[src/rtl/soc_ar_addr_decoder_if.sv]
// ---------------------------------------------------------------------------
// soc_ar_addr_decoder_if : AR request, forwarded AR and DECERR R bundle
// Rev 1.0
// ---------------------------------------------------------------------------
`default_nettype none

interface soc_ar_addr_decoder_if #(
  parameter int IdWidth   = 5,
  parameter int AddrWidth = 64,
  parameter int SelWidth  = 4
);
  logic                 s_ar_valid_i;
  logic                 s_ar_ready_o;
  logic [IdWidth-1:0]   s_ar_id_i;
  logic [AddrWidth-1:0] s_ar_addr_i;
  logic [7:0]           s_ar_len_i;

  logic                 m_ar_valid_o;
  logic                 m_ar_ready_i;
  logic [IdWidth-1:0]   m_ar_id_o;
  logic [AddrWidth-1:0] m_ar_addr_o;
  logic [7:0]           m_ar_len_o;
  logic [SelWidth-1:0]  m_ar_sel_o;

  logic                 err_r_valid_o;
  logic                 err_r_ready_i;
  logic [IdWidth-1:0]   err_r_id_o;
  logic [1:0]           err_r_resp_o;
  logic                 err_r_last_o;

  // Decoder side.
  modport slave (
    input  s_ar_valid_i, s_ar_id_i, s_ar_addr_i, s_ar_len_i,
    input  m_ar_ready_i, err_r_ready_i,
    output s_ar_ready_o,
    output m_ar_valid_o, m_ar_id_o, m_ar_addr_o, m_ar_len_o, m_ar_sel_o,
    output err_r_valid_o, err_r_id_o, err_r_resp_o, err_r_last_o
  );

  // Environment side (upstream master, crossbar and R merge).
  modport master (
    output s_ar_valid_i, s_ar_id_i, s_ar_addr_i, s_ar_len_i,
    output m_ar_ready_i, err_r_ready_i,
    input  s_ar_ready_o,
    input  m_ar_valid_o, m_ar_id_o, m_ar_addr_o, m_ar_len_o, m_ar_sel_o,
    input  err_r_valid_o, err_r_id_o, err_r_resp_o, err_r_last_o
  );
endinterface

`default_nettype wire

[src/rtl/soc_ar_addr_decoder.sv]
// ---------------------------------------------------------------------------
// soc_ar_addr_decoder : registered AR decode stage with local DECERR bursts
// Rev 1.0
// ---------------------------------------------------------------------------
`default_nettype none

module soc_ar_addr_decoder #(
  parameter int IdWidth     = 5,
  parameter int AddrWidth   = 64,
  parameter int SelWidth    = 4,
  parameter int ErrCntWidth = 16
) (
  input  logic                    clk_i,
  input  logic                    rst_i,
  soc_ar_addr_decoder_if.slave    bus,
  output logic [ErrCntWidth-1:0]  err_cnt_o
);

  localparam int NumRegions = 14;

  localparam logic [63:0] RegionBase [NumRegions] = '{
    64'h0000_0000, 64'h0001_0000, 64'h0200_0000, 64'h0C00_0000,
    64'h1000_0000, 64'h1C00_0000, 64'h1A10_0000, 64'h1800_0000,
    64'h2000_0000, 64'h3000_0000, 64'h4000_0000, 64'h1040_0000,
    64'h6000_0000, 64'h8000_0000
  };

  localparam logic [63:0] RegionSize [NumRegions] = '{
    64'h0000_1000, 64'h0001_0000, 64'h000C_0000, 64'h03FF_FFFF,
    64'h0040_0000, 64'h0008_0000, 64'h0012_3000, 64'h0000_1000,
    64'h0080_0000, 64'h0001_0000, 64'h0000_1000, 64'h0010_0000,
    64'h0000_1000, 64'h2000_0000
  };

  typedef enum logic [1:0] {
    IDLE = 2'd0,
    FWD  = 2'd1,
    ERR  = 2'd2
  } state_e;

  state_e                  state_q;
  logic                    s_ar_ready_q;
  logic                    m_ar_valid_q;
  logic                    err_valid_q;
  logic                    err_last_q;
  logic [IdWidth-1:0]      id_q;
  logic [AddrWidth-1:0]    addr_q;
  logic [7:0]              len_q;
  logic [SelWidth-1:0]     sel_q;
  logic [7:0]              beat_q;
  logic [ErrCntWidth-1:0]  err_cnt_q;

  logic [NumRegions-1:0]   hit_d;
  logic [SelWidth-1:0]     sel_d;
  logic [63:0]             addr_d;

  assign addr_d = 64'(bus.s_ar_addr_i);

  for (genvar g = 0; g < NumRegions; g++) begin : g_region
    assign hit_d[g] = (addr_d >= RegionBase[g]) &&
                      (addr_d <  RegionBase[g] + RegionSize[g]);
  end

  // Regions are disjoint, so at most one bit of hit_d is set.
  always_comb begin
    sel_d = '0;
    for (int k = 0; k < NumRegions; k++) begin
      if (hit_d[k]) sel_d = SelWidth'(k);
    end
  end

  always_ff @(posedge clk_i or posedge rst_i) begin
    if (rst_i) begin
      state_q      <= IDLE;
      s_ar_ready_q <= 1'b1;
      m_ar_valid_q <= 1'b0;
      err_valid_q  <= 1'b0;
      err_last_q   <= 1'b0;
      id_q         <= '0;
      addr_q       <= '0;
      len_q        <= '0;
      sel_q        <= '0;
      beat_q       <= '0;
      err_cnt_q    <= '0;
    end else begin
      case (state_q)
        IDLE: begin
          if (bus.s_ar_valid_i) begin
            id_q         <= bus.s_ar_id_i;
            addr_q       <= bus.s_ar_addr_i;
            len_q        <= bus.s_ar_len_i;
            s_ar_ready_q <= 1'b0;
            if (|hit_d) begin
              sel_q        <= sel_d;
              m_ar_valid_q <= 1'b1;
              state_q      <= FWD;
            end else begin
              beat_q      <= bus.s_ar_len_i;
              err_last_q  <= (bus.s_ar_len_i == 8'd0);
              err_valid_q <= 1'b1;
              if (err_cnt_q != '1) err_cnt_q <= err_cnt_q + ErrCntWidth'(1);
              state_q     <= ERR;
            end
          end
        end
        FWD: begin
          if (bus.m_ar_ready_i) begin
            m_ar_valid_q <= 1'b0;
            s_ar_ready_q <= 1'b1;
            state_q      <= IDLE;
          end
        end
        ERR: begin
          if (bus.err_r_ready_i) begin
            if (err_last_q) begin
              err_valid_q  <= 1'b0;
              err_last_q   <= 1'b0;
              s_ar_ready_q <= 1'b1;
              state_q      <= IDLE;
            end else begin
              beat_q     <= beat_q - 8'd1;
              err_last_q <= (beat_q == 8'd1);
            end
          end
        end
        default: begin
          s_ar_ready_q <= 1'b1;
          m_ar_valid_q <= 1'b0;
          err_valid_q  <= 1'b0;
          err_last_q   <= 1'b0;
          state_q      <= IDLE;
        end
      endcase
    end
  end

  assign bus.s_ar_ready_o  = s_ar_ready_q;
  assign bus.m_ar_valid_o  = m_ar_valid_q;
  assign bus.m_ar_id_o     = id_q;
  assign bus.m_ar_addr_o   = addr_q;
  assign bus.m_ar_len_o    = len_q;
  assign bus.m_ar_sel_o    = sel_q;
  assign bus.err_r_valid_o = err_valid_q;
  assign bus.err_r_id_o    = id_q;
  assign bus.err_r_resp_o  = {2{err_valid_q}};
  assign bus.err_r_last_o  = err_last_q;
  assign err_cnt_o         = err_cnt_q;

endmodule

`default_nettype wire

[src/flat_wrapper.sv]
// flat-port wrapper written by rule: the top's interface ports become plain ports
module soc_ar_addr_decoder_flat 
#(
  parameter int IdWidth     = 5,
  parameter int AddrWidth   = 64,
  parameter int SelWidth    = 4,
  parameter int ErrCntWidth = 16
)
  (clk_i, rst_i, err_cnt_o, bus_s_ar_valid_i, bus_s_ar_id_i, bus_s_ar_addr_i, bus_s_ar_len_i, bus_m_ar_ready_i, bus_err_r_ready_i, bus_s_ar_ready_o, bus_m_ar_valid_o, bus_m_ar_id_o, bus_m_ar_addr_o, bus_m_ar_len_o, bus_m_ar_sel_o, bus_err_r_valid_o, bus_err_r_id_o, bus_err_r_resp_o, bus_err_r_last_o);
  soc_ar_addr_decoder_if #(.IdWidth(IdWidth), .AddrWidth(AddrWidth), .SelWidth(SelWidth)) bus_i ();
  input  logic clk_i;
  input  logic rst_i;
  output logic [ErrCntWidth-1:0] err_cnt_o;
  input wire logic [$bits(bus_i.s_ar_valid_i)-1:0] bus_s_ar_valid_i;
  input wire logic [$bits(bus_i.s_ar_id_i)-1:0] bus_s_ar_id_i;
  input wire logic [$bits(bus_i.s_ar_addr_i)-1:0] bus_s_ar_addr_i;
  input wire logic [$bits(bus_i.s_ar_len_i)-1:0] bus_s_ar_len_i;
  input wire logic [$bits(bus_i.m_ar_ready_i)-1:0] bus_m_ar_ready_i;
  input wire logic [$bits(bus_i.err_r_ready_i)-1:0] bus_err_r_ready_i;
  output wire logic [$bits(bus_i.s_ar_ready_o)-1:0] bus_s_ar_ready_o;
  output wire logic [$bits(bus_i.m_ar_valid_o)-1:0] bus_m_ar_valid_o;
  output wire logic [$bits(bus_i.m_ar_id_o)-1:0] bus_m_ar_id_o;
  output wire logic [$bits(bus_i.m_ar_addr_o)-1:0] bus_m_ar_addr_o;
  output wire logic [$bits(bus_i.m_ar_len_o)-1:0] bus_m_ar_len_o;
  output wire logic [$bits(bus_i.m_ar_sel_o)-1:0] bus_m_ar_sel_o;
  output wire logic [$bits(bus_i.err_r_valid_o)-1:0] bus_err_r_valid_o;
  output wire logic [$bits(bus_i.err_r_id_o)-1:0] bus_err_r_id_o;
  output wire logic [$bits(bus_i.err_r_resp_o)-1:0] bus_err_r_resp_o;
  output wire logic [$bits(bus_i.err_r_last_o)-1:0] bus_err_r_last_o;
  assign bus_i.s_ar_valid_i = bus_s_ar_valid_i;
  assign bus_i.s_ar_id_i = bus_s_ar_id_i;
  assign bus_i.s_ar_addr_i = bus_s_ar_addr_i;
  assign bus_i.s_ar_len_i = bus_s_ar_len_i;
  assign bus_i.m_ar_ready_i = bus_m_ar_ready_i;
  assign bus_i.err_r_ready_i = bus_err_r_ready_i;
  assign bus_s_ar_ready_o = bus_i.s_ar_ready_o;
  assign bus_m_ar_valid_o = bus_i.m_ar_valid_o;
  assign bus_m_ar_id_o = bus_i.m_ar_id_o;
  assign bus_m_ar_addr_o = bus_i.m_ar_addr_o;
  assign bus_m_ar_len_o = bus_i.m_ar_len_o;
  assign bus_m_ar_sel_o = bus_i.m_ar_sel_o;
  assign bus_err_r_valid_o = bus_i.err_r_valid_o;
  assign bus_err_r_id_o = bus_i.err_r_id_o;
  assign bus_err_r_resp_o = bus_i.err_r_resp_o;
  assign bus_err_r_last_o = bus_i.err_r_last_o;
  soc_ar_addr_decoder #(.IdWidth(IdWidth), .AddrWidth(AddrWidth), .SelWidth(SelWidth), .ErrCntWidth(ErrCntWidth)) u_core (.clk_i(clk_i), .rst_i(rst_i), .bus(bus_i), .err_cnt_o(err_cnt_o));
endmodule
[config.mk]
export PLATFORM = sky130hd
export DESIGN_NAME = soc_ar_addr_decoder_flat
export DESIGN_NICKNAME = d
export VERILOG_FILES = /design/src/rtl/soc_ar_addr_decoder_if.sv /design/src/rtl/soc_ar_addr_decoder.sv /design/src/flat_wrapper.sv
export SDC_FILE = /design/constraint.sdc
export NUM_CORES = 1
export LEC_CHECK = 0
export BUFFER_PORTS_ARGS = -buffer_cell sky130_fd_sc_hd__buf_2
export CAP_MARGIN = 0
export CELL_PAD_IN_SITES_DETAIL_PLACEMENT = 1
export CELL_PAD_IN_SITES_GLOBAL_PLACEMENT = 1
export CORE_MARGIN = 2
export CORE_UTILIZATION = 35
export CTS_CLUSTER_DIAMETER = 40
export DETAILED_ROUTE_END_ITERATION = 6
export PLACE_DENSITY = 0.75
export SYNTH_ARGS = -nofsm -noshare
export SYNTH_HDL_FRONTEND = slang
export SYNTH_SLANG_ARGS = --single-unit
[constraint.sdc]
create_clock -name clk_i -period 3.8 [get_ports clk_i]
set_input_delay 0.19 -clock clk_i [delete_from_list [all_inputs] [get_ports clk_i]]
set_output_delay 0.19 -clock clk_i [all_outputs]
set_load 0.01 [all_outputs]
==> results.md, run 1 <==
* RSZ-0062 raised after global routing: false
* CTS tree: built
* Via count at roughly 5200
* Yosys cell types at between 60 and 70
* Clock Tree Buf Depth at 2
* Dpl cells at about 980
* Fin Hold WS at -0.02678 ns
* Vias/cell at roughly 5.3
* CP Class: reg -> reg
* Least-Margin Pin Slew at just over 1 ns
* Resized cells post-CTS at 0
* Max-cap violations at 0
* Yosys warnings at 0
* Final Max Tran Viols at 0
* Total Routed Length at ~19000 microns
* Antenna violations before repair at 0
* CTS sink cnt at 111
* Clock root cell: clkbuf_16
* Top-Level Pins at 190
* Net count after synthesis at between 700 and 800
* HPWL after DPL at 14070 microns
* Mapped Area at roughly 5400 sq um
* Final TNS setup at 0 ns
* Final net count at 885
* Fmax at about 370 MHz
* Max IR drop VDD at 0.0002488 V
* Input/output buffers at approximately 190
* Critical Path Start Type: flop
* WP data required at 4.04 ns
* Total track usage at 22.70%
* First-pass GRT wire length at approximately 29000 microns
* Filler-free cell count of the finished design at a little under 1000
* Fin crit share at between 70 and 80%
* PwrDens at between 700 and 800 nW/um^2
* RePlAce Congestion at 0.9321
* Min Tclk post-route at between 2 and 3 ns
* Number of diodes at 0
* CTS Hold Bufs at 0
* Postcts setup bufs at 0
* Die ar. at ~17000 sq um
* CP endpoint kind: flop
* Lkg Pwr at ~3.6 nW
* Row cnt at 45
* Slew headroom at about a third
* DR WL/cell at ~19 microns
* Hold Path Class: in -> async
* Core Area at between 15000 and 20000 sq um
* Num CTS Buffers at 9
* DRC Markers at 0
* Final setup viols at 0
* P&R area growth vs syn at 25.50%
* Failing checks: negative hold slack
* Largest net degree at the start of global routing at slightly above 80
* Worst-path fanout max at 18
* Clk_skew at 0.006860 ns
* Post-synth ARST share at 100.0%
* Status: finished, violations left
* Layout cell share with drive strength beyond 1 at a little under 30%
* Initial core utilization at between 30% and 40%
* Die Wd at ~130 microns
* H-tree depth at 3
* Main flop type after synthesis: dfrtp_1
* Die Ht at ~130 microns
* Critical path arrival at 2.95 ns
* Clk_lat worst skew at ~0.36 ns
* Synthesized area per cell at about 8.6 sq um
* Post-synthesis cell count at 630
* 1st-iter DRT viols at between 200 and 250
* Clk slew on worst S/H paths at about 0.070 ns
* Vias in the first global route at between 5000 and 6000
* Register area share after synthesis at 51.26%
* Grt total ovfl at 0
* Synthesized flop and latch total at 111
* DR pass1 iterations at 4
* Post-synth EDFFs at 0
* DRT antenna net count at 0
* Endpoints failing hold at 33
[stage by stage]
stage	worst slack [ns]	cell area [sq um]	util [%]	power (mW)	hold slack [ns]
floorplan	0.6810	5421	-	3.150	0.2954
CTS	1.077	6804	44.92	5.078	0.01191
finish	1.085	6804	44.92	5.014	-0.02678
global placement	1.111	6487	42.83	3.939	0.3758
global route	0.9268	6804	44.92	5.390	0.02773
detailed placement	1.012	6487	42.83	4.040	0.3926
[critical path: stages (launching register included)]
cell and delay, ns:
dfrtp_1 0.75, mux2_2 0.31, nand2b_1 0.17, nor2_4 0.35, nand2_1 0.26, or4b_1 0.59
xnor2_1 0.15
[final timing paths]
kind,from,endpoint,slack (ns),cells past startpoint
max,u_core.state_q[1]$_DFFE_PP0P_,u_core.err_cnt_o[3]$_DFFE_PP0P_,1.08,6
min,rst_i,u_core.bus.m_ar_addr_o[60]$_DFFE_PP0P_,-0.03,2
max reg2reg,u_core.state_q[1]$_DFFE_PP0P_,u_core.err_cnt_o[3]$_DFFE_PP0P_,1.08,6
min reg2reg,u_core.bus.m_ar_len_o[1]$_DFFE_PP0P_,u_core.bus.m_ar_len_o[1]$_DFFE_PP0P_,0.47,2
max in group asynchronous,rst_i,u_core.bus.m_ar_addr_o[40]$_DFFE_PP0P_,2.88,3
min in group clk_i,bus_s_ar_id_i[3],u_core.bus.err_r_id_o[3]$_DFFE_PP0P_,0.02,3
[Yosys cell counts, types with 2 or more instances]
| cell | n | area [sq um] |
|---|---|---|
| a21boi_0 | 2 | 15.01 |
| mux2_2 | 2 | 22.52 |
| nor2_1 | 21 | 78.83 |
| nor2_2 | 2 | 12.51 |
| nor3_1 | 12 | 60.06 |
| o22ai_1 | 4 | 25.02 |
| nand4_1 | 9 | 56.30 |
| clkbuf_1 | 21 | 78.83 |
| ha_1 | 3 | 37.54 |
| a211oi_1 | 3 | 22.52 |
| or4_1 | 3 | 22.52 |
| a21o_2 | 2 | 17.52 |
| o31ai_1 | 4 | 30.03 |
| buf_2 | 2 | 10.01 |
| nor3b_1 | 3 | 22.52 |
| xnor2_1 | 3 | 26.28 |
| a21oi_1 | 22 | 110.1 |
| mux2_4 | 2 | 30.03 |
| nor4b_1 | 3 | 26.28 |
| or3_1 | 5 | 31.28 |
| dfrtp_1 | 110 | 2753 |
| buf_4 | 7 | 52.55 |
| xor2_1 | 12 | 105.1 |
| nand2_1 | 261 | 979.7 |
| nand2b_1 | 5 | 31.28 |
| o22a_1 | 2 | 17.52 |
| nor2b_1 | 8 | 50.05 |
| buf_6 | 2 | 22.52 |
| inv_1 | 7 | 26.28 |
| nor4_1 | 22 | 137.6 |
| nand3_1 | 16 | 80.08 |
| a22o_1 | 2 | 17.52 |
| nand3b_1 | 3 | 22.52 |
| and3_1 | 3 | 18.77 |
| a31oi_1 | 4 | 25.02 |
| o21ai_0 | 10 | 50.05 |
| buf_1 | 3 | 11.26 |
[state kept, by name (all words and copies together) (netlist names), 2 cells and up]
signal,count
u_core.beat_q,8
u_core.bus.err_r_id_o,5
u_core.err_cnt_o,16
u_core.bus.m_ar_len_o,8
u_core.state_q,2
u_core.bus.m_ar_sel_o,4
u_core.bus.m_ar_addr_o,64
[where the power goes]
| group | switching, mW | leakage, nW | total (mW) | internal, mW |
|---|---|---|---|---|
| logic | 1.22 | 2.05 | 1.97 | 0.744 |
| registers | 0.358 | 1.39 | 2.02 | 1.67 |
| clock network | 0.465 | 0.158 | 1.02 | 0.556 |
| total | 2.05 | 3.60 | 5.01 | 2.97 |
[cell type report]
cell class | count | area [sq um]
clock buffers | 11 | 252.7
clock inverters | 5 | 63.81
fillers | 1863 | 8342
inverters | 7 | 28.78
multi-input cells | 477 | 2449
flip-flops and latches | 111 | 2779
well taps | 188 | 235.2
repair buffers | 194 | 996.0
[cells in the final DEF, fill, tap and decap left out, types with 3 or more instances in the layout]
cell type / n
xnor2_1: 3
xor2_1: 12
buf_4: 4
clkbuf_16: 9
or3_1: 5
nand3b_1: 3
nor4b_1: 3
nor3_1: 12
nor2_1: 21
nand3_1: 16
a31oi_1: 4
a21oi_1: 22
nor2b_1: 8
buf_2: 189
a211oi_1: 3
nand2b_1: 5
ha_1: 3
or4_1: 3
nor4_1: 22
o21ai_0: 10
nand4_1: 9
inv_1: 6
o31ai_1: 4
dfrtp_1: 110
nor3b_1: 3
and3_1: 3
nand2_1: 260
o22ai_1: 4
[layer usage]
metal / part of all wire (%) / global-route usage [%] / up-vias
li1: - / - / 2447
met1: 44 / 29.43 / 2610
met2: 49 / 38.80 / 152
met3: 5.4 / 3.784 / 20
met4: 1.7 / 7.434 / 0
met5: 0 / 0 / -
[logic make-up (layout without fill, tap and decap cells)]
family | count (synthesis) | after routing | synth area share (%)
buffers and inverters | 42 | 217 | 3.716
adders and majority gates | 3 | 3 | 0.6924
muxes | 4 | 4 | 0.9693
AOI/OAI and AO/OA | 67 | 67 | 8.493
DFF | 111 | 111 | 51.26
and+or+nand+nor | 388 | 388 | 32.45
xor gates and xnor gates | 15 | 15 | 2.423
No activity file was read; power rests on OpenSTA's default activity.
==> run 2, diff against run 1 <==
- clock period: 3.8 -> 2.8 ns (I/O delays scaled with it)
==> run 2 against run 1 <==
Effect of this change:
- the flow now finishes without violations
- clock power up 40%
- critical path depth up 3
- global-route usage up 0.46 points
- sequential share of layout area down 2.3 points
- non-clock buffer count up 37
- hold slack better by 0.032 ns
- sequential power up 35%
- largest power group is now combinational cells
- register-to-register slack worse by 0.53 ns
- clock skew down 0.00071 ns
- die area unchanged
==> results.md, run 2 (same netlist as run 1, synthesis figures left out) <==
* Status: completed
* Grt total ovfl at 0 (unchanged)
* WP data required at 3.04 ns (-1.00 ns)
* Final Cell Area at 7206 sq um (+5.9%)
* CTS sink cnt at 111 (unchanged)
* DR WL/cell at 18.41 microns (-2.4%)
* PwrDens at 962.5 nW/um^2 (+31%)
* Clk_skew at 0.006148 ns (-0.0007120 ns)
* HP Start: bus_s_ar_addr_i[42]
* Worst Setup SP: bus_s_ar_addr_i[41]
* Reg2reg setup slack at 0.55 ns (-0.53 ns)
* Max-cap violations at 0 (unchanged)
* Fillers at 1816 (-2.5%)
* Least-Margin Pin Slew at 0.8929 ns (-0.1289 ns)
* 1st-iter DRT viols at 193 (-18%)
* Critical Path Start Type: input pin
* Initial core utilization at 35.80% (unchanged)
* Number of diodes at 0 (unchanged)
* Clock Tree Buf Depth at 2 (unchanged)
* Clock root cell: clkbuf_16
* Critical-path top delay cell: or4_1
* Row cnt at 45 (unchanged)
* Final setup viols at 0 (unchanged)
* Min Tclk post-route at between 2 and 3 ns
* DR pass1 iterations at 4 (unchanged)
* Clk_lat worst skew at 0.35 ns (about the same)
* RSZ-0062 raised after global routing: false
* Antenna violations before repair at 0 (unchanged)
* Fmax at between 300 and 400 MHz
* Final Max Tran Viols at 0 (unchanged)
* Final net count at 922 (+4.2%)
* Lkg Pwr at 3.772 nW (+4.7%)
* Worst hold path endpoint: u_core.bus.m_ar_addr_o[42]$_DFFE_PP0P_
* Hold Path Class: in -> reg
* CP Class: in -> reg
* First-pass GRT wire length at 29940 microns (+3.4%)
* Top-Level Pins at 190 (unchanged)
* Dpl cells at 982 (+0.51%)
* Core Area at 15150 sq um (unchanged)
* Fin crit share at between 90% and 100%
* Total Routed Length at 18960 microns (+1.2%)
* Leading cell type in the layout, fill and taps excluded: nand2_1
* Area of the multi-input gates at 2454 sq um (+0.20%)
* Die ar. at 16500 sq um (unchanged)
* Worst R2R Start: u_core.err_cnt_o[6]$_DFFE_PP0P_
* P&R area growth vs syn at 32.91%
* Slew headroom at 40.47% (+9.1 points)
* Hold depth at 3
* Via count at 5350 (+2.3%)
* CP endpoint kind: flop
* Final Power at 6.935 mW (+38%)
* Crit-path max cell delay at 0.68 ns (-0.07 ns)
* Register Area at 2779 sq um (unchanged)
* Largest net degree at the start of global routing at 81 (unchanged)
* Filler-free cell count of the finished design at 1030 (+3.7%)
* RePlAce Congestion at 0.8861 (-4.9%)
* Largest register FFs at 64 (unchanged)
* Endpoints failing hold at 0 (-100%)
* FF-to-FF path depth at 7 (+1)
* Die Ht at 128.5 microns (unchanged)
* Max IR drop VDD at 0.0003935 V (+58%)
* Vias in the first global route at 5682 (+4.9%)
* Input/output buffers at 189 (unchanged)
* Num CTS Buffers at 9 (unchanged)
* DRT antenna net count at 0 (unchanged)
* Cell area after placement at 6556 sq um (+1.1%)
* Clk slew on worst S/H paths at 0.07 ns (about the same)
* H-tree depth at 3 (unchanged)
* Worst-path fanout max at 27 (+9)
* Layout cell share with drive strength beyond 1 at 28.27% (-0.68 points)
* Vias/cell at 5.194 (-1.4%)
* DRC Markers at 0 (unchanged)
* CP Cell Sequence: dlygate4sd3_1, buf_2, nor4_1, nand2_1, or4_1, a41oi_4, buf_12, nor2_2, o32a_1
* CTS tree: built
* Critical path arrival at 2.93 ns (-0.02 ns)
* HPWL after DPL at 13870 microns (-1.4%)
* Total track usage at 23.16% (+0.46 points)
* Postcts setup bufs at 0 (unchanged)
* Final TNS setup at 0 ns (unchanged)
* R2r endpoint: u_core.err_cnt_o[3]$_DFFE_PP0P_
* Die Wd at 128.5 microns (unchanged)
* Most frequent cells in the layout: nand2_1 (260), buf_2 (189), dfrtp_1 (110)
[run 2: cell count changes in the layout (fill, tap and decap cells not counted), sizes merged]
| cell | change |
|---|---|
| dlygate4sd3 | +32 |
| clkinvlp | +2 |
| buf | +5 |
| clkinv | -1 |
| clkbuf | -2 |
| bufinv | +1 |
[run 2: worst max-delay path by stage]
stage / endpoint / slack [ns] / depth (start not counted)
2_1_floorplan: u_core.err_cnt_o[3]$_DFFE_PP0P_ / 0.70 / 7
3_5_place_dp: u_core.beat_q[2]$_DFFE_PP0P_ / 0.32 / 8
5_1_grt: u_core.beat_q[2]$_DFFE_PP0P_ / 0.04 / 9
3_3_place_gp: u_core.beat_q[2]$_DFFE_PP0P_ / 0.32 / 8
4_1_cts: u_core.beat_q[2]$_DFFE_PP0P_ / 0.14 / 9
6_report: u_core.beat_q[2]$_DFFE_PP0P_ / 0.11 / 9
[run 2: metal layers]
layer	vias up	share of wire, %	global-route usage [%]
li1	2522	-	-
met1	2613	43	29.14
met2	182	49	40.43
met3	33	5.6	3.867
met4	0	2.2	8.016
met5	-	0	0
[run 2: repair_timing]
| item | 4_1_cts | 5_1_grt |
|---|---|---|
| hold buffers | 32 | 0 |
| resized for setup | 0 | 0 |
| hold endpoints to repair | 49 | 0 |
[run 2: power by group]
group / total (mW) / internal (mW) / switching (mW)
registers: 2.72 / 2.26 / 0.462
logic: 2.78 / 1.06 / 1.72
clock network: 1.43 / 0.800 / 0.633
total: 6.94 / 4.12 / 2.81
[run 2: through the flow]
step           setup slack [ns]  util (%)  hold WS, ns
6_report                 0.1121     47.58     0.005600
4_1_cts                  0.1376     47.58   0.00009034
3_5_place_dp             0.3173     43.29       0.1983
3_3_place_gp             0.3205     43.29       0.1756
5_1_grt                 0.03540     47.58      0.01590
2_1_floorplan            0.6988         -       0.2454
[run 2: worst max-delay path: cells and delay by family]
family / cells / cell delay [ns]
AOI/OAI and AO/OA: 2 / 0.64
buffers and inverters: 3 / 0.86
and+or+nand+nor: 4 / 1.29
[run 2: cell type report]
cell class,instances,share of cell area [%]
clock buffers,9,3.126
clock inverters,7,1.441
inverters,7,0.4167
multi-input cells,477,34.05
flip-flops and latches,111,38.57
well taps,188,3.264
repair buffers,231,19.14
==> run 3, diff against run 2 <==
- ABC_AREA: default -> 1
==> run 3 against run 2 <==
Effect of this change:
- total power down 1.7%
- via count up 18%
- utilization down 1.8 points
==> results.md, run 3 <==
* Largest net degree at the start of global routing at 86 (+6.2%)
* Sequential share of power at 39.7% (+0.4 points)
* Max IR drop VDD at 0.0004008 V (+1.8%)
* Critical path arrival at 2.81 ns (-0.12 ns)
* Final net count at 1137 (+23%)
* Number of diodes at 0 (unchanged)
* Total track usage at 22.47% (-0.69 points)
* HPWL after DPL at 15530 microns (+12%)
* Worst-path fanout max at 12 (-56%)
* Least-Margin Pin Slew at 0.8416 ns (-0.05134 ns)
* Synth area leaders: dfrtp_1 (45%), nand2_1 (19%), nor2_1 (5.7%)
* First-pass GRT wire length at 33010 microns (+10%)
* Critical Path Start Type: input pin
* Final setup viols at 0 (unchanged)
* Top-Level Pins at 190 (unchanged)
* Layout cell share with drive strength beyond 1 at 25.07% (-3.2 points)
* Final TNS setup at 0 ns (unchanged)
* Vias/cell at 4.905 (-5.6%)
* Mapped Area at 6168 sq um (+14%)
* Net Sw Frac at 42.01% (+1.5 points)
* Endpoints failing hold at 0 (unchanged)
* Clock Tree Buf Depth at 2 (unchanged)
* PwrDens at 864.7 nW/um^2 (-10%)
* Final Max Tran Viols at 0 (unchanged)
* CTS sink cnt at 111 (unchanged)
* Antenna violations before repair at 0 (unchanged)
* Num CTS Buffers at 9 (unchanged)
* Largest register FFs at 64 (unchanged)
* Max-cap violations at 0 (unchanged)
* Fmax at 388.4 MHz (+4.4%)
* Synthesized flop and latch total at 111 (unchanged)
* Lkg Pwr at 4.170 nW (+11%)
* CTS tree: built
* Grt total ovfl at 0 (unchanged)
* Fin crit share at 91.94% (-4.1 points)
* Clk slew on worst S/H paths at 0.08 ns (about the same)
* Core Area at 17240 sq um (+14%)
* DR WL/cell at 15.95 microns (-13%)
* Die Wd at 136.8 microns (+6.5%)
* Total Routed Length at 20450 microns (+7.9%)
* Post-synth top cells: nand2_1 (308), dfrtp_1 (110), nor2_1 (93)
* Clk_lat worst skew at 0.36 ns (about the same)
* Synthesized area per cell at 7.274 sq um (-15%)
* Post-synth EDFFs at 0 (unchanged)
* WP data required at 3.03 ns (about the same)
* RSZ-0062 raised after global routing: false
* PnR worst setup slack at 0.2256 ns (+0.1136 ns)
* Hold Path Class: in -> reg
* Post-synth ARST share at 100.0% (unchanged)
* Clk_skew at 0.007650 ns (+0.001503 ns)
* Main flop type after synthesis: dfrtp_1
* Input/output buffers at 189 (unchanged)
* Place WS at 0.2881 ns (-0.02915 ns)
* Slew headroom at 43.77% (+3.3 points)
* H-tree depth at 3 (unchanged)
* Most frequent cells in the layout: nand2_1 (308), buf_2 (189), dfrtp_1 (110)
* Psw at 2.864 mW (+1.9%)
* Min Tclk post-route at 2.574 ns (-0.1136 ns)
* Leading cell type in the layout, fill and taps excluded: nand2_1
* Die ar. at 18700 sq um (+13%)
* Post-synthesis cell count at 848 (+35%)
* Net count after synthesis at 933 (+30%)
* CP Class: in -> reg
* Most frequent cell after synthesis: nand2_1
* Vias in the first global route at 6498 (+14%)
* Row cnt at 48 (+6.7%)
* Yosys top cell area share at 44.62% (-6.1 points)
* CP endpoint kind: flop
* Register area share after synthesis at 45.05% (-6.2 points)
* P&R area growth vs syn at 27.79%
* Clock power share at 19.0% (-1.6 points)
* Combinational share of power at 41.3% (+1.2 points)
* Die Ht at 136.8 microns (+6.5%)
* 1st-iter DRT viols at 372 (+93%)
* DRC Markers at 0 (unchanged)
* Yosys cell types at 36 (-42%)
* Yosys warnings at 0 (unchanged)
* Clock root cell: clkbuf_16
* Area leader, netlist: dfrtp_1
* DR pass1 iterations at 4 (unchanged)
* RePlAce Congestion at 0.8835 (-0.29%)
* DRT antenna net count at 0 (unchanged)
* Via count at 6288 (+18%)
* Initial core utilization at 35.79% (about the same)
* Pint at 3.953 mW (-4.2%)
* Status: completed
run 3: cell types whose count changed after synthesis, sizes merged, moves of 7 or more:
cell,change
a21oi,-14
clkbuf,-7
inv,+80
nand2,+56
nand3,+44
nor2,+85
nor2b,-8
nor4,-18
o21ai,+51
run 3: timing repair:
action	4_1_cts	5_1_grt
hold buffers	26	0
endpoints found under the hold margin	58	0
setup buffers	0	2
gates resized for setup	0	1
endpoints found under the setup margin	0	11
run 3: cells by family (layout without fill, tap and decap cells):
logic type               count (synthesis)  count (layout)  synth area share [%]
AO/OA/AOI/OAI                           79              79                 7.282
XOR/XNOR                                13              13                 1.846
adder cells (fa/ha/maj)                  3               3                0.6086
buffers and inverters                  118             326                 8.113
flip-flops                             111             111                 45.05
AND/OR/NAND/NOR                        524             525                 37.10
run 3: final cells by class:
cell class | count | area [sq um]
Clock buffer | 10 | 229.0
Inverter | 87 | 331.6
Tap cell | 225 | 281.5
Fill cell | 2256 | 9354
Sequential cell | 111 | 2779
Clock inverter | 6 | 62.56
Multi-Input combinational cell | 620 | 2908
Timing Repair Buffer | 223 | 1291
run 3: stage by stage:
| stage | hold WS (ns) | cell area, sq um | std cells | total power [mW] | util, % |
|---|---|---|---|---|---|
| CTS | 0.001814 | 7856 | 1279 | 6.899 | 45.58 |
| global placement | 0.3442 | 7305 | 1237 | 5.432 | 42.38 |
| detailed placement | 0.3505 | 7305 | 1237 | 5.546 | 42.38 |
| finish | 0.01159 | 7883 | 1282 | 6.816 | 45.73 |
| floorplan | 0.2496 | 6172 | 848 | 4.358 | - |
| global route | 0.008474 | 7883 | 1282 | 7.364 | 45.73 |
run 3: path summary, 6_finish.rpt:
kind	from	to	slack, ns	cells past startpoint
worst max-delay path	bus_s_ar_addr_i[41]	u_core.bus.m_ar_sel_o[3]$_DFFE_PP0P_	0.23	16
worst min-delay path	bus_s_ar_addr_i[45]	u_core.bus.m_ar_addr_o[45]$_DFFE_PP0P_	0.01	3
worst max register to register	u_core.state_q[1]$_DFFE_PP0P_	u_core.beat_q[5]$_DFFE_PP0P_	0.54	9
worst min register to register	u_core.bus.m_ar_addr_o[42]$_DFFE_PP0P_	u_core.bus.m_ar_addr_o[42]$_DFFE_PP0P_	0.47	2
max in group asynchronous	rst_i	u_core.bus.s_ar_ready_o$_DFFE_PP1P_	1.61	4
min in group asynchronous	rst_i	u_core.bus.m_ar_addr_o[59]$_DFFE_PP0P_	0.48	3
run 3: metal layers:
metal | wire [microns] | global-route usage, % | part of all wire (%)
met5 | 0 | 0 | 0
met4 | 687 | 9.028 | 3.4
met3 | 818 | 3.519 | 4.0
met2 | 9798 | 36.67 | 48
met1 | 9146 | 29.81 | 45
run 3: worst max-delay path, stage by stage:
cell and delay [ns]:
dlygate4sd3_1 0.54, buf_2 0.13, nor2_1 0.09, nand2_1 0.07
nor2_1 0.27, nand2_1 0.24, nor2_4 0.31, nand2_1 0.11
o21ai_1 0.24, inv_2 0.07, nand3_4 0.11, nor2_4 0.08
nor2_2 0.18, inv_2 0.09, nand2_1 0.06, o21ai_1 0.06
run 3: power by group through the flow:
stage	sequential (mW)	combinational (mW)	clock, mW
after global routing	2.80	3.16	1.40
after global placement	2.69	2.74	0
after floorplan	2.98	1.37	0
after detailed placement	2.72	2.82	0
final	2.71	2.81	1.29
after CTS	2.71	2.86	1.34
